### src/rtl/nvram_upload_pkg.sv
// Shared system constants: HPS download/upload file indices and the
// NVRAM upload FSM state encoding.
package nvram_upload_pkg;

   localparam logic [7:0] DL_INDEX_PGROM      = 8'd0;
   localparam logic [7:0] DL_INDEX_CHROM      = 8'd1;
   localparam logic [7:0] DL_INDEX_PALROM     = 8'd2;
   localparam logic [7:0] DL_INDEX_SPRITEROM  = 8'd3;
   localparam logic [7:0] NVRAM_UPLOAD_INDEX  = 8'd4;

   localparam int unsigned NVRAM_ADDR_W  = 14;
   localparam int unsigned IOCTL_ADDR_W  = 17;

   typedef enum logic [2:0] {
      ST_IDLE,
      ST_ARB,
      ST_READY,
      ST_READ,
      ST_LATCH,
      ST_RELEASE
   } nvram_state_t;

endpackage

### src/rtl/nvram_upload.sv
// Streams CPU work RAM back to the HPS during an ioctl upload session,
// stalling the CPU for the duration and tracking whether RAM changed since.
// SIZE must not exceed 16384 bytes.
module nvram_upload
   import nvram_upload_pkg::*;
#(
   parameter logic [7:0]  UPLOAD_INDEX = NVRAM_UPLOAD_INDEX,
   parameter int unsigned SIZE         = 16384
)(
   input  logic                     clk_24,
   input  logic                     reset,
   input  logic                     ioctl_upload,
   input  logic [7:0]               ioctl_index,
   input  logic                     ioctl_rd,
   input  logic [IOCTL_ADDR_W-1:0]  ioctl_addr,
   output logic [7:0]               ioctl_din,
   output logic                     ioctl_wait,
   output logic                     bus_req,
   input  logic                     bus_ack,
   output logic [NVRAM_ADDR_W-1:0]  mem_addr,
   output logic                     mem_rd,
   input  logic [7:0]               mem_data,
   input  logic                     cpu_wr_mon,
   output logic                     dirty,
   output logic                     busy,
   output logic                     done
);

   nvram_state_t r_state;
   nvram_state_t w_next;
   logic         w_in_range;
   logic         r_reached_ready;

   // State register
   always_ff @(posedge clk_24 or posedge reset) begin
      if (reset) r_state <= ST_IDLE;
      else       r_state <= w_next;
   end

   // Next-state logic; a dropped upload always wins over a pending read
   always_comb begin
      w_next     = r_state;
      w_in_range = (ioctl_addr < IOCTL_ADDR_W'(SIZE));
      case (r_state)
         ST_IDLE:    if (ioctl_upload && (ioctl_index == UPLOAD_INDEX)) w_next = ST_ARB;
         ST_ARB:     if (!ioctl_upload) w_next = ST_RELEASE;
                     else if (bus_ack)  w_next = ST_READY;
         ST_READY:   if (!ioctl_upload) w_next = ST_RELEASE;
                     else if (ioctl_rd && w_in_range) w_next = ST_READ;
         ST_READ:    if (!ioctl_upload) w_next = ST_RELEASE;
                     else               w_next = ST_LATCH;
         ST_LATCH:   if (!ioctl_upload) w_next = ST_RELEASE;
                     else               w_next = ST_READY;
         ST_RELEASE: w_next = ST_IDLE;
         default:    w_next = ST_IDLE;
      endcase
   end

   // Outputs registered from the next state so they align with it
   always_ff @(posedge clk_24 or posedge reset) begin
      if (reset) begin
         bus_req    <= 1'b0;
         ioctl_wait <= 1'b0;
         mem_rd     <= 1'b0;
         mem_addr   <= '0;
         done       <= 1'b0;
         busy       <= 1'b0;
         ioctl_din  <= 8'h00;
      end else begin
         bus_req    <= (w_next == ST_ARB) || (w_next == ST_READY) ||
                       (w_next == ST_READ) || (w_next == ST_LATCH);
         ioctl_wait <= (w_next == ST_ARB) || (w_next == ST_READ) || (w_next == ST_LATCH);
         mem_rd     <= (w_next == ST_READ);
         mem_addr   <= (w_next == ST_READ) ? ioctl_addr[NVRAM_ADDR_W-1:0] : '0;
         done       <= (w_next == ST_RELEASE);
         busy       <= (w_next != ST_IDLE);
         if ((r_state == ST_READY) && ioctl_upload && ioctl_rd && !w_in_range)
            ioctl_din <= 8'hFF;
         else if ((r_state == ST_LATCH) && ioctl_upload)
            ioctl_din <= mem_data;
      end
   end

   // A session only counts as a completed upload once it reached READY
   always_ff @(posedge clk_24 or posedge reset) begin
      if (reset)                      r_reached_ready <= 1'b0;
      else if (r_state == ST_IDLE)    r_reached_ready <= 1'b0;
      else if (r_state == ST_READY)   r_reached_ready <= 1'b1;
   end

   // CPU writes set dirty and beat a simultaneous end-of-upload clear
   always_ff @(posedge clk_24 or posedge reset) begin
      if (reset)                                           dirty <= 1'b0;
      else if (cpu_wr_mon)                                 dirty <= 1'b1;
      else if ((r_state == ST_RELEASE) && r_reached_ready) dirty <= 1'b0;
   end

endmodule

### config.mk
export PLATFORM = sky130hd
export DESIGN_NAME = nvram_upload
export DESIGN_NICKNAME = d
export VERILOG_FILES = /design/src/rtl/nvram_upload_pkg.sv /design/src/rtl/nvram_upload.sv
export SDC_FILE = /design/constraint.sdc
export NUM_CORES = 1
export LEC_CHECK = 0
export CAP_MARGIN = 20
export CORE_ASPECT_RATIO = 0.5
export CORE_MARGIN = 2
export CORE_UTILIZATION = 42
export DETAILED_ROUTE_END_ITERATION = 8
export DONT_BUFFER_PORTS = 1
export PLACE_DENSITY = 0.64
export SLEW_MARGIN = 25
export SYNTH_ARGS = -nofsm -noshare
export SYNTH_HDL_FRONTEND = slang
export SYNTH_SLANG_ARGS = --single-unit
export TNS_END_PERCENT = 5
### constraint.sdc
create_clock -name clk_24 -period 4.6 [get_ports clk_24]
set_clock_uncertainty 0.1 [all_clocks]
set_input_delay 0.23 -clock clk_24 [delete_from_list [all_inputs] [get_ports clk_24]]
set_output_delay 0.23 -clock clk_24 [all_outputs]
set_load 0.01 [all_outputs]
==> run_results.csv <==
group,metric,value,unit
route,drcViolationCount,0,
cts,cts.clk_slew.worst_paths,0.06,ns
final_layout,antenna_cells,0,
cts,post_cts_buffers,0,
timing,max-slew-margin-rel,63.2,%
floorplanning,dieArea,3620,µm²
timing,setup_viol,0,
floorplanning,fp.dieH,43.6,µm
yosys,yosys_most_used_dff,"dfrtp_1",
power_and_ir_drop,ir_drop,0.248,mV
placed_design,place_congestion,0.663,
final_layout,drive_gt1_share,11.5,%
timing,fin_crit,1.98,ns
cts,cts_sinks,32,
floorplanning,fp.dieW,83.2,µm
cts,clk_latency,0.27,ns
setup_path,r2r_setup_slack,2.62,ns
cts,cts_tree,"yes",
yosys,yosys.area.top_type,"dfrtp_1",
min_path,whs_endpoint,"ioctl_din[5]$_DFFE_PP0P_",
setup_path,crit_fanout,15,
global_route,antenna_found_initial,0,
setup_path,r2r-start,"r_state[2]$_DFF_PP0_",
placed_design,io_buffer_count,0,
cts,ctsHoldBuffers,23,
timing,slew_violations,0,
final_layout,area_growth,28.3,%
yosys,synth_top_area_share,60.8,%
global_route,grt_overflow,0,
placed_design,dp.cells,148,
setup_path,critPathKind,"flip-flop to flip-flop",
timing,tightest_slew,0.552,ns
global_route,grt_pass1_wl,4350,µm
route,vias,929,
placed_design,dp_hpwl,1680,µm
setup_path,rr_endpoint,"mem_addr[3]$_DFF_PP0_",
yosys,synth_most_common_cell,"dfrtp_1",
setup_path,crit_arrival,2.09,ns
global_route,grt_max_degree,33,
route,first_pass_iters,4,
cts,cts_root_buf,"clkbuf_8",
route,final_antenna_net_count,0,
status,status,"complete, no violations",
cts,cts_resized,0,
setup_path,path_buf_inv,0,
timing,rsz0062_at_grt,"false",
setup_path,cpPeakStageDelay,0.58,ns
global_route,grt_util_met1,19.5,%
yosys,ys_async_sr_fraction,100,%
final_layout,finalNonFillerCells,179,
min_path,hp-start,"mem_data[5]",
global_route,busiest_layer,"met2",
power_and_ir_drop,power_density,563,nW/µm²
global_route,track_usage,15.9,%
setup_path,path_cells,"nor4_2 -> nand4_1 -> a311oi_4 -> and2_1",
yosys,syn_avg_cell_area,11.6,µm²
min_path,worst_hold_path_type,"input pin to flip-flop",
floorplanning,io_pins,67,
global_route,use_met2,25.3,%
global_route,grt_pass1_vias,908,
cts,numCtsBuffers,5,
route,wl,2780,µm
yosys,ys_warn_count,0,
floorplanning,core-area,3000,µm²
yosys,synth_cell_type_count,32,
yosys,synth_nets,152,
setup_path,slowest_stage,"a311oi_4",
final_layout,final_util,56.4,%
timing,setup_tns,0,ns
floorplanning,initial_core_util,43.9,%
setup_path,end_kind,"flip-flop",
timing,period_share,43.0,%
cts,htree_num_levels,2,
yosys,synth_enable_flop_cells,0,
global_route,grtUsageMet3,5.71,%
flow_run,max_cap_violations,0,
floorplanning,fp-row-count,14,
route,wl_per_cell,15.5,µm
min_path,hold_depth,2,
yosys,ys_seq_elements,32,
yosys,synth_area,1320,µm²
timing,finalHoldViolCount,0,
route,vias_per_cell,5.19,
setup_path,reg2reg_depth,4,
yosys,synth_area_leaders,"dfrtp_1 (61%), and2_1 (6.7%), nand2_1 (4.8%), nand3_1 (3.4%), a311oi_4 (2.0%)",
setup_path,worst_path_dominant_cell_family,"simple AND/OR/NAND/NOR gates",
route,drt_iter0_markers,50,
power_and_ir_drop,p_total,0.952,mW
cts,ctsLongestPathBuffers,2,
setup_path,cp-start-kind,"flip-flop",
setup_path,critPathRequiredTime,4.71,ns
final_layout,layout.nets,177,
power_and_ir_drop,p_leak,0.792,nW
yosys,seq_area_frac_synth,60.8,%
timing,fmax,0.506,GHz
yosys,synthCells,113,
yosys,netlist_top_cells_count,"dfrtp_1 (32), nand2_1 (17), and2_1 (14), nand3_1 (9), buf_2 (3)",
[logic make-up after synthesis]
group | count (synthesis) | synth area share (%)
adders and majority gates | 1 | 0.760
and+or+nand+nor | 57 | 25.3
AOI/OAI and AO/OA | 10 | 6.75
muxes | 1 | 0.760
buffers and inverters | 10 | 4.28
DFF | 32 | 60.8
xor gates and xnor gates | 2 | 1.33
[cell usage in the layout, fill, tap and decap left out, types with 7 or more instances in the layout]
master and n:
clkbuf_8 7, dlygate4sd3_1 23, dfrtp_1 32, and2_1 14
nand2_1 17, nand3_1 9
[routing by layer]
metal  wire length (µm)  vias up
met3                198        8
met1               1200      456
met4                 72        0
met5                  0        -
met2               1310       40
li1                   -      425
[report_power, final]
group	switching (mW)	internal, mW	leakage (nW)
clock network	0.0982	0.191	0.0645
registers	0.0939	0.360	0.418
logic	0.107	0.101	0.310
[worst max-delay path by stage]
stage,startpoint,endpoint,depth (start not counted)
2_1_floorplan,r_state[2]$_DFF_PP0_,mem_addr[10]$_DFF_PP0_,6
3_3_place_gp,r_state[2]$_DFF_PP0_,mem_addr[4]$_DFF_PP0_,4
3_5_place_dp,r_state[2]$_DFF_PP0_,mem_addr[10]$_DFF_PP0_,4
4_1_cts,r_state[2]$_DFF_PP0_,mem_addr[3]$_DFF_PP0_,4
5_1_grt,r_state[2]$_DFF_PP0_,mem_addr[2]$_DFF_PP0_,4
6_report,r_state[2]$_DFF_PP0_,mem_addr[3]$_DFF_PP0_,4
[flip-flops by register name, indices dropped and copies added, names as in the netlist]
signal,cells
mem_addr,14
ioctl_din,8
r_state,3
bus_req,1
busy,1
dirty,1
done,1
ioctl_wait,1
mem_rd,1
r_reached_ready,1
[cell type report]
cell class | count | area (µm²)
sequential | 32 | 801
timing repair buffer | 24 | 238
inverter | 4 | 15.0
clock inverter | 1 | 30.0
clock buffer | 7 | 96.3
tap | 40 | 50.0
fill | 244 | 1310
multi-input combinational | 71 | 459
[stage by stage]
step,hold WS [ns],setup WS (ns),area (µm²)
after floorplan,0.222,2.92,1320
after global placement,0.127,2.71,1330
after detailed placement,0.135,2.61,1330
after CTS,0.000732,2.58,1690
after global routing,0.0103,2.46,1690
final,0.00520,2.62,1690
No activity file was read; power rests on OpenSTA's default activity.
